--- config.mk ---
export PLATFORM = sky130hd
export DESIGN_NAME = mips_bus_arbiter
export DESIGN_NICKNAME = d
export VERILOG_FILES = /design/src/rtl/mips_pkg.sv /design/src/rtl/mips_arb_pick.sv /design/src/rtl/mips_bus_arbiter.sv
export SDC_FILE = /design/constraint.sdc
export NUM_CORES = 1
export LEC_CHECK = 0
export ABC_AREA = 1
export CAP_MARGIN = 20
export CORE_MARGIN = 10
export CORE_UTILIZATION = 55
export CTS_CLUSTER_DIAMETER = 40
export DETAILED_ROUTE_END_ITERATION = 6
export DONT_BUFFER_PORTS = 1
export HOLD_SLACK_MARGIN = 0.15
export MAX_ROUTING_LAYER = met4
export PLACE_DENSITY_LB_ADDON = 0.12
export RECOVER_POWER = 50
export REMOVE_ABC_BUFFERS = 1
export SETUP_SLACK_MARGIN = 0.3
export SLEW_MARGIN = 10
export SYNTH_ARGS = -nofsm -noshare
export SYNTH_HDL_FRONTEND = slang
export SYNTH_SLANG_ARGS = --single-unit
--- constraint.sdc ---
create_clock -name clk -period 6.22 [get_ports clk]
set_clock_uncertainty 0.05 [all_clocks]
set_input_delay 0.311 -clock clk [delete_from_list [all_inputs] [get_ports clk]]
set_output_delay 0.311 -clock clk [all_outputs]
set_load 0.05 [all_outputs]
--- src/rtl/mips_pkg.sv ---
// Shared types and constants for the MIPS bus arbiter slice.
// Round-robin arbitration is enabled by defining MIPS_ARB_RR_EN.
package mips_pkg;

    localparam int unsigned ARB_AW  = 32;
    localparam int unsigned ARB_DW  = 32;
    localparam int unsigned ARB_BEW = 4;

    typedef enum logic [1:0] {
        IDLE = 2'd0,
        BUS  = 2'd1,
        RESP = 2'd2
    } arb_state_t;

    localparam logic ARB_PORT_I = 1'b0;
    localparam logic ARB_PORT_D = 1'b1;

    localparam logic [ARB_BEW-1:0] BE_WORD = 4'b1111;

    // Command latched at grant time and replayed on the bus until accepted
    typedef struct packed {
        logic [ARB_AW-1:0]  addr;
        logic [ARB_DW-1:0]  wdata;
        logic [ARB_BEW-1:0] be;
        logic               we;
    } arb_cmd_t;

endpackage

--- src/rtl/mips_arb_pick.sv ---
// Combinational grant selector for the I/D requesters.
// Round-robin path compiled only when MIPS_ARB_RR_EN is defined; otherwise D has fixed priority.
module mips_arb_pick
    import mips_pkg::*;
(
    input  logic elig_i_i,
    input  logic elig_d_i,
`ifdef MIPS_ARB_RR_EN
    input  logic last_i,
`endif
    output logic gnt_vld_c_o,
    output logic gnt_d_c_o
);

    always_comb begin
        gnt_vld_c_o = elig_i_i | elig_d_i;
`ifdef MIPS_ARB_RR_EN
        // On contention the port that was not granted last wins
        if (elig_i_i && elig_d_i) begin
            gnt_d_c_o = (last_i == ARB_PORT_I);
        end else begin
            gnt_d_c_o = elig_d_i;
        end
`else
        gnt_d_c_o = elig_d_i;
`endif
    end

endmodule

--- src/rtl/mips_bus_arbiter.sv ---
// Shares one Avalon-MM master port between instruction fetch (I) and load/store (D).
// Define MIPS_ARB_RR_EN for round-robin arbitration; default is fixed D-over-I priority.
module mips_bus_arbiter
    import mips_pkg::*;
#(
    parameter int unsigned MAX_WAIT = 1023
) (
    input  logic                clk,
    input  logic                reset,

    input  logic                i_req,
    input  logic [ARB_AW-1:0]   i_addr,
    output logic                i_done,
    output logic [ARB_DW-1:0]   i_rdata,

    input  logic                d_req,
    input  logic                d_we,
    input  logic [ARB_AW-1:0]   d_addr,
    input  logic [ARB_BEW-1:0]  d_be,
    input  logic [ARB_DW-1:0]   d_wdata,
    output logic                d_done,
    output logic [ARB_DW-1:0]   d_rdata,

    output logic                err,

    output logic [ARB_AW-1:0]   address,
    output logic                read,
    output logic                write,
    output logic [ARB_DW-1:0]   writedata,
    output logic [ARB_BEW-1:0]  byteenable,
    input  logic                waitrequest,
    input  logic [ARB_DW-1:0]   readdata
);

    localparam int unsigned CNT_W    = (MAX_WAIT == 0) ? 1 : $clog2(MAX_WAIT + 1);
    localparam int unsigned CNT_LAST = (MAX_WAIT == 0) ? 0 : MAX_WAIT - 1;
    localparam bit          TO_EN    = (MAX_WAIT != 0);

    arb_state_t         state_q,   state_d;
    logic               gnt_q,     gnt_d;
    arb_cmd_t           cmd_q,     cmd_d;
    logic               read_q,    read_d;
    logic               write_q,   write_d;
    logic [CNT_W-1:0]   cnt_q,     cnt_d;
    logic               i_done_q,  i_done_d;
    logic               d_done_q,  d_done_d;
    logic [ARB_DW-1:0]  i_rdata_q, i_rdata_d;
    logic [ARB_DW-1:0]  d_rdata_q, d_rdata_d;
    logic               err_q,     err_d;

    logic               elig_i;
    logic               elig_d;
    logic               gnt_vld_c;
    logic               gnt_d_c;

    // A port finishing this cycle still has its request high; keep it out of arbitration
    assign elig_i = i_req & ~i_done_q;
    assign elig_d = d_req & ~d_done_q;

`ifdef MIPS_ARB_RR_EN
    logic               last_q,    last_d;
`endif

    mips_arb_pick u_pick (
        .elig_i_i    (elig_i),
        .elig_d_i    (elig_d),
`ifdef MIPS_ARB_RR_EN
        .last_i      (last_q),
`endif
        .gnt_vld_c_o (gnt_vld_c),
        .gnt_d_c_o   (gnt_d_c)
    );

    // Next-state and output logic
    always_comb begin
        state_d   = state_q;
        gnt_d     = gnt_q;
        cmd_d     = cmd_q;
        read_d    = read_q;
        write_d   = write_q;
        cnt_d     = cnt_q;
        i_done_d  = 1'b0;
        d_done_d  = 1'b0;
        i_rdata_d = i_rdata_q;
        d_rdata_d = d_rdata_q;
        err_d     = 1'b0;
`ifdef MIPS_ARB_RR_EN
        last_d    = last_q;
`endif

        unique case (state_q)
            IDLE: begin
                if (gnt_vld_c) begin
                    state_d = BUS;
                    cnt_d   = '0;
                    gnt_d   = gnt_d_c ? ARB_PORT_D : ARB_PORT_I;
`ifdef MIPS_ARB_RR_EN
                    last_d  = gnt_d_c ? ARB_PORT_D : ARB_PORT_I;
`endif
                    if (gnt_d_c) begin
                        cmd_d.addr  = d_addr;
                        cmd_d.wdata = d_wdata;
                        cmd_d.be    = d_be;
                        cmd_d.we    = d_we;
                        read_d      = ~d_we;
                        write_d     = d_we;
                    end else begin
                        cmd_d.addr  = i_addr;
                        cmd_d.wdata = '0;
                        cmd_d.be    = BE_WORD;
                        cmd_d.we    = 1'b0;
                        read_d      = 1'b1;
                        write_d     = 1'b0;
                    end
                end
            end

            BUS: begin
                if (!waitrequest) begin
                    state_d = RESP;
                    read_d  = 1'b0;
                    write_d = 1'b0;
                end else if (TO_EN && (cnt_q == CNT_W'(CNT_LAST))) begin
                    // Stalled too long: abandon the command and report an error
                    state_d = IDLE;
                    read_d  = 1'b0;
                    write_d = 1'b0;
                    err_d   = 1'b1;
                    if (gnt_q == ARB_PORT_D) begin
                        d_done_d  = 1'b1;
                        d_rdata_d = '0;
                    end else begin
                        i_done_d  = 1'b1;
                        i_rdata_d = '0;
                    end
                end else if (TO_EN) begin
                    cnt_d = cnt_q + CNT_W'(1);
                end
            end

            RESP: begin
                state_d = IDLE;
                if (gnt_q == ARB_PORT_D) begin
                    d_done_d  = 1'b1;
                    d_rdata_d = cmd_q.we ? '0 : readdata;
                end else begin
                    i_done_d  = 1'b1;
                    i_rdata_d = readdata;
                end
            end

            default: begin
                state_d = IDLE;
                read_d  = 1'b0;
                write_d = 1'b0;
            end
        endcase
    end

    always_ff @(posedge clk or posedge reset) begin
        if (reset) begin
            state_q   <= IDLE;
            gnt_q     <= ARB_PORT_I;
            cmd_q     <= '0;
            read_q    <= 1'b0;
            write_q   <= 1'b0;
            cnt_q     <= '0;
            i_done_q  <= 1'b0;
            d_done_q  <= 1'b0;
            i_rdata_q <= '0;
            d_rdata_q <= '0;
            err_q     <= 1'b0;
`ifdef MIPS_ARB_RR_EN
            last_q    <= ARB_PORT_I;
`endif
        end else begin
            state_q   <= state_d;
            gnt_q     <= gnt_d;
            cmd_q     <= cmd_d;
            read_q    <= read_d;
            write_q   <= write_d;
            cnt_q     <= cnt_d;
            i_done_q  <= i_done_d;
            d_done_q  <= d_done_d;
            i_rdata_q <= i_rdata_d;
            d_rdata_q <= d_rdata_d;
            err_q     <= err_d;
`ifdef MIPS_ARB_RR_EN
            last_q    <= last_d;
`endif
        end
    end

    assign i_done     = i_done_q;
    assign i_rdata    = i_rdata_q;
    assign d_done     = d_done_q;
    assign d_rdata    = d_rdata_q;
    assign err        = err_q;
    assign address    = cmd_q.addr;
    assign writedata  = cmd_q.wdata;
    assign byteenable = cmd_q.be;
    assign read       = read_q;
    assign write      = write_q;

endmodule

==> results of run 1 <==
==> layer usage <==
metal | up-vias | global-route usage (%) | wire [um]
met1 | 2624 | 25.1 | 7610
met3 | 49 | 8.35 | 1800
met5 | - | - | 0
li1 | 2540 | - | -
met4 | 0 | 10.2 | 671
met2 | 258 | 35.9 | 10300
==> worst max-delay path: stages <==
cell	delay, ps
dlygate4sd3_1	570
clkinvlp_2	2260
buf_4	910
==> layout make-up <==
type / count / share of cell area (%)
flip-flops and latches: 151 / 43.9
multi-input cells: 469 / 29.7
repair buffers: 142 / 16.6
clock buffers: 19 / 5.14
well taps: 172 / 2.50
inverters: 26 / 1.15
clock inverters: 10 / 0.973
diodes: 4 / 0.116
==> stage by stage <==
stage	instance area (um2)	utilization (%)
after detailed placement	6680	52.5
after global routing	8610	67.7
after CTS	8560	67.3
after global placement	6680	52.5
after floorplan	6430	-
final	8620	67.7
==> cells by family (layout without fill, tap and decap cells) <==
family                     Yosys count  in the layout
adders and majority gates            5              5
and+or+nand+nor                    317            317
DFF                                151            151
xor gates and xnor gates             3              3
buffers and inverters              138            197
other                                0              4
AOI/OAI and AO/OA                  144            144
==> what timing repair did <==
item                                   CTS  global route
gates resized for setup                  0             0
hold buffers                           135             0
endpoints found under the hold margin  229             0
==> worst max path at each step <==
stage	to	startpoint	slack, ps
floorplan	address[0]$_DFFE_PP0P_	reset	1790
global placement	byteenable[0]$_DFFE_PP0P_	d_done$_DFF_PP0_	2980
detailed placement	address[25]$_DFFE_PP0P_	d_done$_DFF_PP0_	2880
CTS	address[25]$_DFFE_PP0P_	d_done$_DFF_PP0_	2310
global route	i_rdata[22]$_DFFE_PP0P_	reset	1870
finish	cnt_q[6]$_DFFE_PP0P_	reset	2510
==> synth_stat cells (2+ instances only) <==
cell type | instances | share of area, %
buf_1 | 2 | 0.10
nand3b_1 | 2 | 0.21
a22o_1 | 32 | 3.9
nor2_1 | 47 | 2.4
buf_4 | 68 | 7.1
nand2_2 | 2 | 0.17
nand2_1 | 210 | 11
inv_1 | 25 | 1.3
o22a_1 | 4 | 0.49
buf_2 | 9 | 0.62
dfrtp_1 | 151 | 52
buf_6 | 13 | 2.0
nand3_1 | 47 | 3.3
o21bai_1 | 2 | 0.21
xnor2_1 | 2 | 0.24
o21ai_2 | 64 | 7.8
nand4_1 | 3 | 0.26
a31oi_1 | 32 | 2.8
clkbuf_1 | 19 | 0.99
nand2_4 | 3 | 0.47
o21ai_0 | 8 | 0.55
ha_1 | 5 | 0.87
==> where the power goes <==
part	leakage, nW	internal, W	switching (W)
Combinational	1.62	0.000629	0.000847
Clock	0.260	0.000549	0.000381
Sequential	1.95	0.00137	0.00176
Total	3.82	0.00254	0.00299
==> sequential cells by signal (all words and copies together), names as in the netlist <==
| register | cells |
|---|---|
| address | 32 |
| byteenable | 4 |
| cmd_q | 1 |
| cnt_q | 10 |
| d_done | 1 |
| d_rdata | 32 |
| err | 1 |
| gnt_q | 1 |
| i_done | 1 |
| i_rdata | 32 |
| read | 1 |
| state_q | 2 |
| write | 1 |
| writedata | 32 |
==> flow_summary.ini, run 1 <==
[placement]
gp_congestion = 0.818
post-place-ws_ps = 2880
dp.cells = 822
port_buffers = 0
dp_hpwl_um = 13200

[grt]
antenna_found_initial = 2
grt_pass1_vias = 5699
grt_usage_pct = 22.6
grt_max_degree = 93
grt_first_pass_wirelength_um = 31800
overflow = 0

[min_path]
min_path_cells = 3
hold_path.class = primary input to register
hp-start = waitrequest
holdPathEnd = state_q[0]$_DFFE_PP0P_

[drt]
ant_nets = 0
viasPerCell = 5.51
routed_wl_um = 20400
wire_per_inst_um = 20.5
drtPass1Iterations = 5
dr.first_iter.drc_count = 413
via_count = 5471
drcViolationCount = 0

[logic_synthesis]
yosys_register_bits = 151
yosys_warnings = 0
synth_cells = 758
yosys.area_share.simple_pct = 18.2
async_flop_share_pct = 100
ys.flop_type = dfrtp_1
post_synth_instance_area_um2 = 7220
muxShareOfSynthArea_pct = 0
yosysUniqueCellTypes = 30
synth_edf_count = 0
synth.avg_cell_area_um2 = 9.53
synthAdderAreaFrac_pct = 0.866
synth_top_family_by_area = simple AND/OR/NAND/NOR gates
synth_compound_gate_area_share_pct = 15.9
synth_xor_area_share_pct = 0.364
seq_area_frac_synth_pct = 52.3

[critical_path]
r2r_start = d_done$_DFF_PP0_
end_kind = asynchronous set/reset pin
critPathArrivalTime_ps = 4120
r2r_end = address[14]$_DFFE_PP0P_
critPathRequiredTime_ps = 6630
rr_worst_depth = 10
cp_max_fo = 92
r2r_slack_ps = 2910
path_class = primary input to asynchronous set/reset pin
crit_path_start_kind = primary input

[timing]
max_clock_freq_mhz = 270
grt_setup_unrepaired = no
maxSlewHeadroom_pct = -170
whs_ps = 180
worst_slack_ps = 2510
min_period_over_period_pct = 59.6
slew_violations = 93
worstMarginPinSlew_ps = 4020
finalSetupViolCount = 0
finalHoldViolCount = 0
period_minus_slack_ps = 3710
fin_tns_setup_ps = 0

[power_and_ir_drop]
powerDensity_nw_per_um2 = 642
peakVddDrop_uv = 329
leakage_nw = 3.82
p_total_w = 0.00553

[cts]
cts_htree_levels = 4
cts_setup_buffers = 0
cts_buffer_depth = 2
cts_tree = yes
cts_buffers = 17
path_clk_slew_ps = 50
cts.sinks = 151
root_buffer = clkbuf_16
clk-insertion-delay-late_ps = 420

[run_status]
violations = capacitance limit, slew limit
status = complete, but fails checks

[layout]
final_nets = 950
area_growth_syn_to_layout_pct = 19.3
multi_input_area_um2 = 2560
drive_gt1_share_pct = 13.6
layout_commonest_cell = nand2_1
nFillCells = 957
final_cell_mix = 210 x nand2_1, 151 x dfrtp_1, 135 x dlygate4sd3_1
seq_area_um2 = 3780
final_cells = 993

[die]
die_area_um2 = 18100
std_cell_rows = 41
initial_core_util_pct = 56.8
io_pins = 275
design.core.area_um2 = 12700
die_x_um = 135
die_h_um = 135

[job]
maxCapViolCount = 1
Note: power is estimated with default switching activity, not from simulation.
==> run 2, diff against run 1 <==
- ABC_AREA: 1 -> 0
- clock period: 6.22 -> 3.65 ns (I/O delays scaled with it)
==> flow_summary.ini, run 2 <==
[run_status]
status = complete, but fails checks
violations = capacitance limit, slew limit

[critical_path]
path_class = register to register
critPathArrivalTime_ps = 3070
end_kind = register
cp_max_fo = 48
crit_path_start_kind = register
critPathRequiredTime_ps = 3960

[timing]
slew_violations = 101
finalHoldViolCount = 0
period_minus_slack_ps = 2770
maxSlewHeadroom_pct = -40.4
min_period_over_period_pct = 75.8
grt_setup_unrepaired = no
max_clock_freq_mhz = 362
worstMarginPinSlew_ps = 2110
finalSetupViolCount = 0
worst_slack_ps = 884

[cts]
cts_setup_buffers = 0
cts.repair.resized = 0
cts_buffers = 17
cts_tree = yes
root_buffer = clkbuf_16
cts_buffer_depth = 2
clk-insertion-delay-late_ps = 420
cts.sinks = 151
path_clk_slew_ps = 60
cts_htree_levels = 4
postCtsHoldBufs = 136

[logic_synthesis]
synth_common_cells = 151 x dfrtp_1, 110 x nand2_1, 68 x buf_4, 66 x nor2_1, 39 x inv_1
seq_area_frac_synth_pct = 52.3
synth_top_area_cell = dfrtp_1
yosysUniqueCellTypes = 45
synth_area_leaders = dfrtp_1 52%, buf_4 7.1%, mux2_4 6.2%
synth.avg_cell_area_um2 = 10.7
post_synth_instance_area_um2 = 7220
yosys_warnings = 0
yosys_register_bits = 151
synth.most_common_cell = dfrtp_1
synth_edf_count = 0
async_flop_share_pct = 100
synth_cells = 677
synth_top_area_share_pct = 52.3
ys.flop_type = dfrtp_1

[grt]
grt_usage_pct = 23.4
antenna_found_initial = 3
grt_max_degree = 101
grt_first_pass_wirelength_um = 32200
overflow = 0
grt_pass1_vias = 5472

[drt]
dr.first_iter.drc_count = 417
via_count = 5209
viasPerCell = 5.64
wire_per_inst_um = 22.8
drtPass1Iterations = 5
drcViolationCount = 0
ant_nets = 0
routed_wl_um = 21000

[placement]
postPlaceCellArea_um2 = 6850
post-place-ws_ps = 1070
dp_hpwl_um = 13800
gp_congestion = 0.839
port_buffers = 0

[layout]
final_cell_mix = 151 x dfrtp_1, 136 x dlygate4sd3_1, 110 x nand2_1
layout_commonest_cell = dfrtp_1
final_nets = 880
area_growth_syn_to_layout_pct = 22.9
drive_gt1_share_pct = 11.5
stdcell_area_um2 = 8870

[power_and_ir_drop]
p_total_w = 0.00968
powerDensity_nw_per_um2 = 1090
peakVddDrop_uv = 474
leakage_nw = 4.32

[die]
io_pins = 275
die_h_um = 135
die_area_um2 = 18100
std_cell_rows = 41
die_x_um = 135
initial_core_util_pct = 56.8
design.core.area_um2 = 12700

[min_path]
hold_path.class = primary input to register

[job]
maxCapViolCount = 1
run 2: per-stage QoR:
stage                     hold WS [ps]  TNS, ps  util (%)  cells
after floorplan                    259  -119320         -    570
after global placement             246        0      53.8    753
after detailed placement           251        0      53.8    753
after CTS                          195        0      69.5    919
after global routing               243        0      69.8    923
final                              208        0      69.8    923
run 2: area by class of cell:
| cell class | count | area, um2 |
|---|---|---|
| diodes | 3 | 7.51 |
| fillers | 866 | 3850 |
| repair buffers | 148 | 1480 |
| flip-flops and latches | 151 | 3780 |
| well taps | 172 | 215 |
| clock inverters | 12 | 203 |
| multi-input cells | 379 | 2600 |
| clock buffers | 18 | 429 |
| inverters | 40 | 154 |
run 2: worst max-delay path, stage by stage (launching register included):
cell and delay, ps:
dfrtp_1 590, nand2b_1 330, a21boi_4 600, buf_12 300, nor2_1 80, a31oi_1 180
dlygate4sd3_1 570
run 2: power by group:
part,internal [W],leakage (nW),switching [W],total [W]
Clock,0.00121,0.306,0.000680,0.00189
Sequential,0.00233,1.93,0.00307,0.00540
Combinational,0.00123,2.08,0.00116,0.00239
Total,0.00476,4.32,0.00491,0.00968
run 2: kinds of logic after synthesis:
logic type                 Yosys count  share of synthesized area (%)
DFF                                151                           52.3
buffers and inverters              147                           12.0
and+or+nand+nor                    208                           12.1
AOI/OAI and AO/OA                   95                           10.7
adders and majority gates            5                          0.866
muxes                               71                           12.0
run 2: worst paths after layout:
kind	start	slack [ps]	endpoint	cells after the start
worst max-delay path	d_done$_DFF_PP0_	880	address[31]$_DFFE_PP0P_	6
worst min-delay path	i_req	210	state_q[1]$_DFFE_PP0P_	3
worst max register to register	d_done$_DFF_PP0_	880	address[31]$_DFFE_PP0P_	6
worst min register to register	gnt_q$_DFFE_PP0P_	480	i_done$_DFF_PP0_	1
max in group asynchronous	reset	1480	d_rdata[20]$_DFFE_PP0P_	3
min in group asynchronous	reset	790	byteenable[3]$_DFFE_PP0P_	2
run 2: layer usage:
layer  GRT usage, %  routed length (um)
met2           39.6               11000
met5              -                   0
met4           10.6                 663
met1           24.0                7410
met3           8.20                1990
